**config.mk**
```make
export PLATFORM = sky130hd
export DESIGN_NAME = nibble_add_sched
export DESIGN_NICKNAME = d
export VERILOG_FILES = /design/src/rtl/nibble_add_pkg.sv /design/src/rtl/nibble_add_sched_rr_arb2.sv /design/src/rtl/nibble_add_sched.sv
export SDC_FILE = /design/constraint.sdc
export NUM_CORES = 1
export LEC_CHECK = 0
export ABC_AREA = 1
export ABC_CLOCK_PERIOD_IN_PS = 2150
export CELL_PAD_IN_SITES_DETAIL_PLACEMENT = 1
export CELL_PAD_IN_SITES_GLOBAL_PLACEMENT = 1
export CORE_MARGIN = 3
export CORE_UTILIZATION = 30
export CTS_CLUSTER_SIZE = 12
export DETAILED_ROUTE_END_ITERATION = 6
export PLACE_DENSITY = 0.84
export SLEW_MARGIN = 20
export SYNTH_ARGS = -nofsm -noshare
export SYNTH_HDL_FRONTEND = slang
export SYNTH_HIERARCHICAL = 1
export SYNTH_SLANG_ARGS = --single-unit
export TNS_END_PERCENT = 10
```
**constraint.sdc**
```tcl
create_clock -name clk -period 2.15 [get_ports clk]
set_input_delay 0.3225 -clock clk [delete_from_list [all_inputs] [get_ports clk]]
set_output_delay 0.3225 -clock clk [all_outputs]
set_load 0.02 [all_outputs]
```
**src/rtl/nibble_add_pkg.sv**
```systemverilog
// Shared definitions for the nibble-serial adder scheduler.
// Holds the Adder slice width, the scheduler state encoding and the
// helper that sizes the nibble index register.
package nibble_add_pkg;

   localparam int NIBBLE_W = 4;

   typedef enum logic [1:0] {
      IDLE = 2'd0,
      RUN  = 2'd1,
      DONE = 2'd2
   } state_t;

   // Width of the nibble index. A single-nibble build still needs a
   // one-bit register, so the result never drops below 1.
   function automatic int idx_w(input int nibbles);
      return (nibbles <= 1) ? 1 : $clog2(nibbles);
   endfunction

endpackage

```
**src/rtl/nibble_add_sched_rr_arb2.sv**
```systemverilog
// Two-way round-robin arbiter.
// Ports:
//   clk, rst  clock and synchronous active-high reset
//   valid     per-requester pending flags
//   advance   pulse on completion of a granted operation; flips priority
//   grant     index of the winning requester (only meaningful if |valid)
//   ptr       current priority pointer (0 favours requester 0)
module rr_arb2 (
   input  logic       clk,
   input  logic       rst,
   input  logic [1:0] valid,
   input  logic       advance,
   output logic       grant,
   output logic       ptr
);

   // A lone requester wins regardless of the pointer; the pointer only
   // breaks ties.
   always_comb begin
      grant = (valid == 2'b11) ? ptr : valid[1];
   end

   always_ff @(posedge clk) begin
      if (rst) begin
         ptr <= 1'b0;
      end else if (advance) begin
         ptr <= ~ptr;
      end
   end

endmodule

```
**src/rtl/nibble_add_sched.sv**
```systemverilog
// Shares one external 4-bit ripple-carry Adder slice between two
// requesters. Each request adds two W-bit operands nibble-serially,
// LSB nibble first, carrying between cycles.
// Ports:
//   clk, rst           clock, synchronous active-high reset
//   req0_* / req1_*    valid/ready request channels with operands a, b, cin
//   rsp_valid/ready    response handshake
//   rsp_id             requester that owns the response
//   rsp_sum, rsp_cout  (a+b+cin) mod 2^W and the final carry
//   add_a/b/cin        drive the external Adder slice
//   add_s/cout         combinational result of the external Adder slice
module nibble_add_sched
   import nibble_add_pkg::*;
#(
   parameter int NIBBLES = 4,
   localparam int W = NIBBLE_W * NIBBLES
) (
   input  logic                clk,
   input  logic                rst,
   input  logic                req0_valid,
   output logic                req0_ready,
   input  logic [W-1:0]        req0_a,
   input  logic [W-1:0]        req0_b,
   input  logic                req0_cin,
   input  logic                req1_valid,
   output logic                req1_ready,
   input  logic [W-1:0]        req1_a,
   input  logic [W-1:0]        req1_b,
   input  logic                req1_cin,
   output logic                rsp_valid,
   input  logic                rsp_ready,
   output logic                rsp_id,
   output logic [W-1:0]        rsp_sum,
   output logic                rsp_cout,
   output logic [NIBBLE_W-1:0] add_a,
   output logic [NIBBLE_W-1:0] add_b,
   output logic                add_cin,
   input  logic [NIBBLE_W-1:0] add_s,
   input  logic                add_cout
);

   localparam int IW = idx_w(NIBBLES);
   localparam logic [IW-1:0] LAST_IDX = IW'(NIBBLES - 1);

   state_t        state, state_n;
   logic [W-1:0]  a_r, b_r, sum_r;
   logic          id_r, carry;
   logic [IW-1:0] idx;
   logic          grant, ptr, accept, advance, last;

   rr_arb2 u_arb (
      .clk     (clk),
      .rst     (rst),
      .valid   ({req1_valid, req0_valid}),
      .advance (advance),
      .grant   (grant),
      .ptr     (ptr)
   );

   assign last = (idx == LAST_IDX);

   always_comb begin
      state_n    = state;
      accept     = 1'b0;
      advance    = 1'b0;
      req0_ready = 1'b0;
      req1_ready = 1'b0;
      rsp_valid  = 1'b0;
      add_a      = '0;
      add_b      = '0;
      add_cin    = 1'b0;
      case (state)
         IDLE: begin
            req0_ready = req0_valid & ~grant;
            req1_ready = req1_valid & grant;
            if (req0_valid | req1_valid) begin
               accept  = 1'b1;
               state_n = RUN;
            end
         end
         RUN: begin
            add_a   = a_r[NIBBLE_W*idx +: NIBBLE_W];
            add_b   = b_r[NIBBLE_W*idx +: NIBBLE_W];
            add_cin = carry;
            if (last) state_n = DONE;
         end
         DONE: begin
            rsp_valid = 1'b1;
            if (rsp_ready) begin
               advance = 1'b1;
               state_n = IDLE;
            end
         end
         default: state_n = IDLE;
      endcase
   end

   always_ff @(posedge clk) begin
      if (rst) begin
         state <= IDLE;
         a_r   <= '0;
         b_r   <= '0;
         sum_r <= '0;
         id_r  <= 1'b0;
         carry <= 1'b0;
         idx   <= '0;
      end else begin
         state <= state_n;
         if (accept) begin
            a_r   <= grant ? req1_a : req0_a;
            b_r   <= grant ? req1_b : req0_b;
            carry <= grant ? req1_cin : req0_cin;
            id_r  <= grant;
            idx   <= '0;
         end
         if (state == RUN) begin
            sum_r[NIBBLE_W*idx +: NIBBLE_W] <= add_s;
            carry <= add_cout;
            // Park the index at 0 after the top nibble so it never points
            // past the operand.
            idx   <= last ? '0 : idx + 1'b1;
         end
      end
   end

   assign rsp_id   = id_r;
   assign rsp_sum  = sum_r;
   // The carry register holds the operand cin between accept and the first
   // RUN edge, so only expose it once the sum is complete.
   assign rsp_cout = (state == DONE) & carry;

endmodule

```
Word level (Yosys, flattened, before mapping)
Index checks and enable logic that the tools add are counted.
{ "word_totals": {"reg_bits": 55, "elab_cells": 54, "in_bits": 76} }
{ "op_classes": {"n_addsub": 2, "n_eq_ne": 7, "mux": 24, "n_bitwise": 6, "shift": 4, "reduce_logical": 3} }
{ "op_table": {"columns": ["op", "n"], "rows": [
  ["negation 4 -> 34 bit", 1],
  ["variable shift 4 x 34 -> 16 bit, first input constant", 1],
  ["indexed part select 4 x 34 -> 16 bit", 1],
  ["2-to-1 mux 16 bit", 2],
  ["indexed part select 16 x 5 -> 4 bit", 2],
  ["bitwise mux 16 bit", 1],
  ["2-to-1 mux 1 bit", 12],
  ["2-to-1 mux 2 bit", 6],
  ["2-to-1 mux 4 bit", 2],
  ["== test 2 bit, second input constant", 3],
  ["!= test 2 bit, second input constant", 3],
  ["one-hot mux 2 bit (3 select lines)", 1],
  ["AND 1 bit", 3],
  ["AND reduction 3 bit", 1],
  ["adder 2 x 1 -> 2 bit, second input constant", 1],
  ["== test 2 x 1 -> 1 bit, second input constant", 1],
  ["zero test 2 bit", 1],
  ["NOT 1 bit", 2],
  ["nonzero test 2 bit", 1],
  ["OR 1 bit", 1]
]} }

Logic depth before layout (Yosys ltp)
{ "depth": {"word_depth": 5, "ltp_mapped": 10} }

Modules after synthesis
The synthesis kept the hierarchy.
{ "by_module_without_submodules": {"columns": ["mod", "cells_each", "instances", "seq_area_each_um2", "area_each_um2"], "rows": [
  ["nibble_add_sched", 455, 1, 1081.0, 2924.1],
  ["rr_arb2", 8, 1, 20.0, 53.8]
]} }

Worst setup path after synthesis
OpenSTA, ideal clock, no wires.
{ "synth_path": {"path_kind": "input -> output", "startpoint": "in req1_valid", "endpoint": "out req0_ready", "stages": 5, "arrival_time_ns": 1.351, "t_required_ns": 1.827, "path_slack_ns": 0.476, "cell_sequence": "a21boi_2 -> buf_2 -> buf_6 -> buf_6 -> nor3_1"} }
{ "synth_between": {"elab_chain_cells": 5} }
{ "synth_rtl": {"columns": ["item", "line", "source"], "rows": [
  ["from (decl)", "nibble_add_sched.sv:25", "input logic req1_valid,"],
  ["== test 2 bit", "nibble_add_sched_rr_arb2.sv:20", "grant = (valid == 2'b11) ? ptr : valid[1];"],
  ["2-to-1 mux 1 bit (*)", "nibble_add_sched_rr_arb2.sv:20", null],
  ["NOT 1 bit (*)", "nibble_add_sched.sv:74", "req0_ready = req0_valid & ~grant;"],
  ["AND 1 bit (*)", "nibble_add_sched.sv:74", null],
  ["2-to-1 mux 1 bit (*)", "nibble_add_sched.sv:72", "case (state)"],
  ["to (decl)", "nibble_add_sched.sv:21", "output logic req0_ready,"]
]} }
Every way passes the cells marked *; elsewhere a longest branch is shown, timed or not.

Final worst setup path
{ "layout_path": {"startpoint": "reg idx[0]", "endpoint": "out add_a[3]"} }
{ "layout_between": {"elab_chain_cells": 2} }
{ "layout_rtl": {"columns": ["item", "line", "source"], "rows": [
  ["from (decl)", "nibble_add_sched.sv:48", "logic [IW-1:0] idx;"],
  ["from (signal assigned)", "nibble_add_sched.sv:121", "idx <= last ? '0 : idx + 1'b1;"],
  ["indexed part select 16 x 5 -> 4 bit", "nibble_add_sched.sv:82", "add_a = a_r[NIBBLE_W*idx +: NIBBLE_W];"],
  ["2-to-1 mux 4 bit", "nibble_add_sched.sv:72", null],
  ["to (decl)", "nibble_add_sched.sv:35", "output logic [NIBBLE_W-1:0] add_a,"]
]} }
No other way between the ends.

==> run metrics <==
status completed; final period utilization 94.0%; Reg-to-Reg End rsp_sum[14]; fraction of layout cells with a size suffix above 1 6.06%; fmax between 400 and 500 MHz; core footprint approximately 9500 sq um; Critical path destination add_a[3]; Final nets 642; Final WS setup between 100 and 150 ps; post-CTS setup buffer count 0; synthesized area per cell about 6.4 sq um; total gr overflow 0; Final Hold Fails 0; # IOs 106; largest net degree at the start of global routing 40; Post-Syn Nets approximately 550; top post-synthesis cells by area dfxtp_1 37%, nand2_1 18%, a21oi_1 9.9%; clock power share a little under a quarter; Setup Skew roughly 3.9 ps; Sw Ratio between 30% and 40%; Int Pwr approximately 0.0016 W; Yosys cell types 23; CTS clock-pin slew for the worst setup and hold paths about 100 ps; Slew headroom a little under half; cell area after synthesis around 3000 sq um; Data required, critical path roughly 1800 ps; Synth top area share a little under two fifths; Layout area overhead 41.5%; GPL Wtd Cong around 0.75; Critical Path Sink Type output port; die outline area roughly 11000 sq um; Synth async-reset ratio 0%; worst reg-to-reg setup slack between 200 and 250 ps; CTS Buffer Depth 2; cts bufs inserted 5; register share of total power between 40 and 50%; first-pass iteration count of the detailed router 4; Min-Delay Path Class reg -> reg; Die X about 110 um; DRC viols 0; fin crit period about 2000 ps; leak pwr ~1.8 nW; Post-Synthesis Cells roughly 460; initial DRC count 133; crit path from idx[0]; switching power between 0.0007 and 0.0008 W; clk_lat worst skew a little over 300 ps; actual slew at the worst max-slew pin between 800 and 900 ps; Combinational Power Share about 28%; Worst R2R Path Depth 8; Port-buffer cells 105; Post-synth top cells 140 x nand2_1, 59 x a21oi_1, 55 x dfxtp_1, 54 x o21ai_0, 50 x inv_1; first-pass GRT wire length 15.6 mm; Initial Util a little under a third; final antenna-violating net count 0; sequential fraction of the synthesis area 37.0%; Clock Sinks 55; Core Rows 35; endpoints failing setup 0; RSZ-0062 raised after global routing false; Setup WS pre-CTS -3.45 ps; most frequent cell after synthesis nand2_1; Pwr Density 553 nW/um^2; initial antenna violation count 0; Max FO, Critical Path 11; drt wl/cell 13.5 um; Fin Setup TNS 0 ps; Hold Crit Depth 2; final slew viol count 0; Synth area leader dfxtp_1; vias in the first global route about 3300; maximum vdd drop ~0.26 mV; total power draw roughly 0.0023 W; max-cap violations 0; hpwl dp about 7.2 mm; reg2reg start idx[0]; total number of vias 3214; CP startpoint kind flip-flop; global-route usage over all layers between 10% and 20%; Yosys reg bits 55; DRT Wirelength between 9 and 10 mm; diodes inserted 0; vias per inst roughly 4.7; Synthesis Warnings 6; Top FF cell, synth dfxtp_1; WS Path Type reg -> out; CTS tree yes; H-Tree Depth 2; CP arrival ~1700 ps; Die Y ~110 um; Post-synth EDFFs 0; root buf cell clkbuf_8
metal layers:
layer  vias up  GRT usage, %  wire (um)
met5         -             0          0
met4         0          4.26        123
met3        11          2.88        412
met2        77          30.0       4660
met1      1486          20.7       4140
li1       1640             -          -
logic make-up after synthesis:
group	Yosys count	share of synthesized area [%]
and+or+nand+nor	208	28.4
AOI/OAI and AO/OA	116	19.9
buffers and inverters	78	12.2
DFF	55	37.0
adders and majority gates	6	2.52
state kept, by name, indices dropped and copies added, names as in the netlist:
signal and cells:
rsp_sum 16, u_arb/ptr 1, idx 2, b_r 16, rsp_id 1, a_r 16
carry 1, state 2
area by class of cell:
type / instances / area (sq um)
Fill cell: 1249 / 5250
Multi-Input combinational cell: 330 / 1520
Timing Repair Buffer: 115 / 1140
Sequential cell: 55 / 1100
Inverter: 53 / 204
Tap cell: 129 / 161
Clock buffer: 7 / 76.3
Clock inverter: 1 / 5.00
per-stage QoR:
| step | utilization [%] | std cells | hold WS, ps | area [sq um] |
|---|---|---|---|---|
| floorplan | - | 463 | 440 | 2980 |
| global placement | 43.7 | 682 | 448 | 4130 |
| detailed placement | 43.7 | 682 | 453 | 4130 |
| CTS | 44.5 | 690 | 468 | 4210 |
| global route | 44.6 | 690 | 490 | 4210 |
| finish | 44.6 | 690 | 466 | 4210 |
worst max-delay path: stages, from the launching register on:
cell	delay [ps]
dfxtp_2	370
buf_4	190
nor2_1	60
nor2_1	140
o21ai_0	120
a21oi_1	150
dlygate4sd2_1	350
power groups by stage:
stage / sequential [W] / clock (W) / combinational, W
floorplan: 0.00115 / 0 / 0.000363
global placement: 0.00114 / 0 / 0.000638
detailed placement: 0.00115 / 0 / 0.000660
CTS: 0.00112 / 0.000579 / 0.000655
global route: 0.00113 / 0.000622 / 0.000724
finish: 0.00112 / 0.000559 / 0.000647
worst min-delay path by stage:
| stage | startpoint | endpoint | slack, ps |
|---|---|---|---|
| 2_1_floorplan | a_r[15] | a_r[15] | 440 |
| 3_3_place_gp | a_r[4] | a_r[4] | 450 |
| 3_5_place_dp | b_r[15] | b_r[15] | 450 |
| 4_1_cts | b_r[15] | b_r[15] | 470 |
| 5_1_grt | b_r[15] | b_r[15] | 490 |
| 6_report | b_r[14] | b_r[14] | 470 |
repair_timing:
action / 4_1_cts / 5_1_grt
setup endpoints to repair: 8 / 13
endpoints found under the hold margin: 0 / 0
resized for setup: 10 / 7
hold buffers: 0 / 0
placed cells by master, fill, tap and decap left out, types with 2 or more instances in the layout:
cell / netlist / final
dlygate4sd2_1: 0 / 7
o21ai_0: 54 / 54
inv_2: 2 / 2
nand3_1: 9 / 9
clkbuf_8: 0 / 5
nor2_4: 4 / 4
nand2_4: 2 / 2
nand2_1: 140 / 140
clkinv_2: 0 / 2
buf_4: 4 / 7
clkbuf_1: 5 / 2
buf_12: 0 / 2
dfxtp_1: 55 / 54
dlymetal6s2s_1: 0 / 3
inv_1: 50 / 49
nand2_2: 2 / 2
clkdlybuf4s50_1: 0 / 93
a21oi_1: 59 / 59
ha_1: 6 / 6
nor2_1: 49 / 49
(Power assumes the default switching activity.)
==> RTL edit 1 (same settings) <==
`NIBBLES`: 4 -> 5.
--- a/src/rtl/nibble_add_sched.sv
+++ b/src/rtl/nibble_add_sched.sv
@@ -14,3 +14,3 @@
 #(
-   parameter int NIBBLES = 4,
+   parameter int NIBBLES = 5,
    localparam int W = NIBBLE_W * NIBBLES
Interface: changed (5 resized); port bits go from 106 to 126. No check against the original RTL was run, so the function may have changed too.
==> RTL edit 1 against the original RTL <==
- worst setup slack lost 39 ps
- clock skew grew 1.3 ps
- total power grew 74%
- design area grew 36%
- routed wire length grew 31%
- synthesized cell count grew 39%
- sequential power grew 31%
- register-to-register slack lost 110 ps
- sequential cell count grew 13
- critical path type unchanged
- area after synthesis grew 32%
- via count grew 36%
- count of clock-buffer cells in the layout grew 4
==> RTL edit 1: results <==
export IMPL_timing_hold_ws_ps=489
export IMPL_synth_common_cells="nor2_1 (186), nand2_1 (117), o21ai_0 (93)"
export IMPL_grt_pass1_vias=4614
export IMPL_min_from="rsp_sum[16]"
export IMPL_grt_pass1_wl_mm=20.3
export IMPL_yosys_top_cells_area="dfxtp_1 (35%), nor2_1 (18%), o21ai_0 (12%)"
export IMPL_stdcell_count=943
export IMPL_vias=4365
export IMPL_clk_pin_slew_worst_paths_ps=50
export IMPL_ys_seq_area_share_pct=34.7
export IMPL_status="complete, no violations"
export IMPL_vdd_ir_drop_max_mv=0.399
export IMPL_grt_antenna_before_repair=0
export IMPL_pre_cts_ws_ps=-55.1
export IMPL_r2r_start="idx[1]"
export IMPL_n_antenna_cell=0
export IMPL_r2r_end="rsp_sum[2]"
export IMPL_r2r_slack_ps=100
export IMPL_worstMarginPinSlew_ps=516
export IMPL_dpl_cell_area_um2=5410
export IMPL_grt_use_total_pct=17.0
export IMPL_holdPathStages=2
export IMPL_cts_buffer_depth=2
export IMPL_synth_cell_types=28
export IMPL_arrival_ps=1740
export IMPL_gp_congestion=0.824
export IMPL_reg2regPathDepth=10
export IMPL_yosysMostFrequentCell="nor2_1"
export IMPL_cts_buffers_inserted=9
export IMPL_clock_insertion_delay_worst_skew_ps=330
export IMPL_synth_xor_area_share_pct=0
export IMPL_drtIter0Drc=135
export IMPL_wl_mm=12.2
export IMPL_synth_ff_type="dfxtp_1"
export IMPL_synth_compound_area_share_pct=14.8
export IMPL_drt_first_pass_iters=4
export IMPL_finalClockSkew_ps=5.25
export IMPL_clock_root_buffer="clkbuf_16"
export IMPL_grt_max_degree=69
export IMPL_syn_area_per_cell_um2=6.08
export IMPL_muxShareOfSynthArea_pct=0
export IMPL_place_hpwl_mm=9.47
export IMPL_synth_async_reset_ratio_pct=0
export IMPL_ys_warn_count=6
export IMPL_syn_nets=744
export IMPL_numPortBuffers=125
export IMPL_postCtsSetupBuffers=0
export IMPL_power_leakage_nw=2.68
export IMPL_h_tree_depth=3
export IMPL_worstPathMaxFanout=5
export IMPL_final_nets=867
export IMPL_synthAdderAreaFrac_pct=2.56
export IMPL_dp_cells=928
export IMPL_hp_class="reg2reg"
export IMPL_drive_gt1_share_pct=7.39
export IMPL_min_to="rsp_sum[16]"
[RTL edit 1: timing repair]
action / CTS / global route
setup endpoints to repair: 10 / 30
pin swaps: 0 / 1
resized for setup: 12 / 9
endpoints found under the hold margin: 0 / 0
[RTL edit 1: cells by family (layout without fill, tap and decap cells)]
group                      count (synthesis)  count (layout)
AOI/OAI and AO/OA                        113             113
adders and majority gates                  8               8
buffers and inverters                    115             242
DFF                                       68              68
and+or+nand+nor                          340             340
[RTL edit 1: critical path, stage by stage, from the launching register on]
cell	delay [ps]
dfxtp_1	350
nor2_1	270
nand2_1	90
nor2_1	100
clkdlybuf4s50_1	610
[RTL edit 1: power breakdown]
part,leakage (nW),switching [mW],internal [mW]
combinational,1.98,0.655,0.485
clock,0.138,0.530,0.920
sequential,0.560,0.0738,1.40
total,2.68,1.26,2.80
[RTL edit 1: final cells by class]
| type | instances | area [µm²] |
|---|---|---|
| timing repair buffer | 143 | 1410 |
| clock buffer | 11 | 243 |
| multi-input combinational | 461 | 2120 |
| fill | 1666 | 6950 |
| clock inverter | 4 | 50.0 |
| tap | 172 | 215 |
| sequential | 68 | 1360 |
| inverter | 84 | 318 |
[RTL edit 1: worst max path at each step]
stage / start / end / slack, ps / cells after the start
floorplan: idx[0] / rsp_sum[0] / 220 / 11
global placement: req0_valid / req1_ready / 50 / 5
detailed placement: req0_valid / req1_ready / -60 / 5
CTS: idx[1] / add_a[2] / 10 / 8
global route: idx[0] / add_b[3] / -20 / 8
finish: state[0] / req0_ready / 90 / 4
[RTL edit 1: per-layer routing]
metal,wire (µm),part of all wire (%),global-route usage (%)
met3,503,4.1,3.27
met2,6290,51,32.3
met1,5220,43,19.2
met4,202,1.7,4.67
met5,0,0,0
==> RTL edit 2 (same flow settings) <==
Made on the original files. Re-encode `state_t` (3 states) as one-hot, 3 bits wide.
--- a/src/rtl/nibble_add_pkg.sv
+++ b/src/rtl/nibble_add_pkg.sv
@@ -7,6 +7,6 @@
 
-   typedef enum logic [1:0] {
-      IDLE = 2'd0,
-      RUN  = 2'd1,
-      DONE = 2'd2
+   typedef enum logic [2:0] {
+      IDLE = 3'b001,
+      RUN  = 3'b010,
+      DONE = 3'b100
    } state_t;
Function: same outputs for any inputs over 10 cycles, from zero or initial values and one cycle with rst high; not proved beyond that.
==> RTL edit 2 against the original RTL <==
- worst setup slack improved by 35 ps
- die area increased by 1.5%
- design area increased by 2.9%
- critical path type unchanged
- first-iteration DRC count decreased by 20%
- area after synthesis increased by 1.6%
- total power increased by 31%
- clock power increased by 33%
- via count increased by 4.6%
- routed wire length decreased by 0.77%
- non-clock buffer count increased by 4
- sequential cell count increased by 1
- count of clock-buffer cells in the layout unchanged
==> RTL edit 2: results <==
export IMPL_drive_gt1_share_pct=7.09
export IMPL_ys_warn_count=6
export IMPL_grt_antenna_before_repair=0
export IMPL_numPortBuffers=105
export IMPL_cts_buffer_depth=2
export IMPL_ys_seq_area_share_pct=37.0
export IMPL_worstPathMaxFanout=21
export IMPL_final_nets=659
export IMPL_clk_pin_slew_worst_paths_ps=100
export IMPL_clock_insertion_delay_worst_skew_ps=310
export IMPL_synth_ff_type="dfxtp_1"
export IMPL_vdd_ir_drop_max_mv=0.406
export IMPL_hp_class="reg2reg"
export IMPL_synth_cell_types=22
export IMPL_gp_congestion=0.801
export IMPL_n_antenna_cell=0
export IMPL_grt_use_total_pct=16.9
export IMPL_vias=3363
export IMPL_grt_pass1_vias=3470
export IMPL_postCtsSetupBuffers=0
export IMPL_h_tree_depth=2
export IMPL_place_hpwl_mm=7.27
export IMPL_cts_repair_resized=11
export IMPL_syn_nets=558
export IMPL_synth_async_reset_ratio_pct=0
export IMPL_status="complete, no violations"
export IMPL_synth_common_cells="nand2_1 (146), a21oi_1 (74), dfxtp_1 (56)"
export IMPL_setup_viol=0
export IMPL_cts_buffers_inserted=5
export IMPL_drt_first_pass_iters=5
export IMPL_grt_max_degree=39
export IMPL_switching_share_pct=32.8
export IMPL_worstMarginPinSlew_ps=349
export IMPL_fill_cells=1273
export IMPL_power_leakage_nw=1.87
export IMPL_drc=0
export IMPL_drtIter0Drc=107
export IMPL_grt_pass1_wl_mm=16.1
export IMPL_arrival_ps=1660
export IMPL_finalClockSkew_ps=12.3
export IMPL_wl_mm=9.27
export IMPL_yosys_top_cells_area="dfxtp_1 (37%), nand2_1 (18%), a21oi_1 (12%)"
export IMPL_clock_root_buffer="clkbuf_8"
-- RTL edit 2: cell types whose count changed in the layout (fill, tap and decap cells not counted), moves of 5 or more --
cell,unedited run,this run
buf_4,7,12
o21ai_0,54,41
a21oi_1,59,74
o21ai_1,0,9
nand3_1,9,19
nor2_1,49,30
nand2_1,140,146
-- RTL edit 2: path summary, 6_finish.rpt --
check / startpoint / end / slack [ps] / cells past startpoint
max: idx[0] / add_b[2] / 160 / 5
min: b_r[1] / b_r[1] / 450 / 2
max reg2reg: idx[0] / rsp_sum[9] / 400 / 8
min reg2reg: b_r[1] / b_r[1] / 450 / 2
-- RTL edit 2: metal layers --
metal  part of all wire [%]  vias up  global-route usage, %  routed length, µm
li1                       -     1707                      -                  -
met1                     42     1582                   20.1               3880
met2                     53       65                   32.0               4880
met3                    4.1        9                   2.25                382
met4                    1.3        0                   4.11                122
met5                      0        -                      0                  0
-- RTL edit 2: kinds of logic after synthesis --
logic type / count (synthesis) / share of synthesized area [%]
simple gates: 207 / 28.0
compound gates: 125 / 20.9
flops: 56 / 37.0
buf+inv: 82 / 11.6
fa+ha+maj: 6 / 2.48
-- RTL edit 2: power groups by stage --
| stage | Clock (mW) | Sequential, mW | Combinational [mW] |
|---|---|---|---|
| 3_5_place_dp | 0 | 1.35 | 1.01 |
| 6_report | 0.745 | 1.33 | 0.987 |
| 4_1_cts | 0.769 | 1.33 | 1.00 |
| 3_3_place_gp | 0 | 1.34 | 0.969 |
| 2_1_floorplan | 0 | 1.33 | 0.623 |
| 5_1_grt | 0.820 | 1.35 | 1.13 |
-- RTL edit 2: final cells by class --
cell class / count / share of cell area, %
Clock buffer: 7 / 2.22
Sequential cell: 56 / 25.9
Multi-Input combinational cell: 338 / 35.9
Tap cell: 133 / 3.84
Timing Repair Buffer: 119 / 26.6
Clock inverter: 1 / 0.692
Inverter: 57 / 4.96
-- RTL edit 2: critical path: stages, from the launching register on --
cell and delay [ps]:
dfxtp_1 400, inv_2 180, a21oi_1 180, o21ai_0 100, a21oi_1 140, dlygate4sd2_1 360
-- RTL edit 2: stage by stage --
stage | area [µm²] | std cells | hold WS, ps | worst slack [ps]
CTS | 4350 | 711 | 451 | 9.36
global route | 4340 | 711 | 473 | 10.4
global placement | 4240 | 703 | 432 | -56.0
finish | 4340 | 711 | 446 | 165
floorplan | 3030 | 476 | 420 | 405
detailed placement | 4240 | 703 | 435 | -92.4
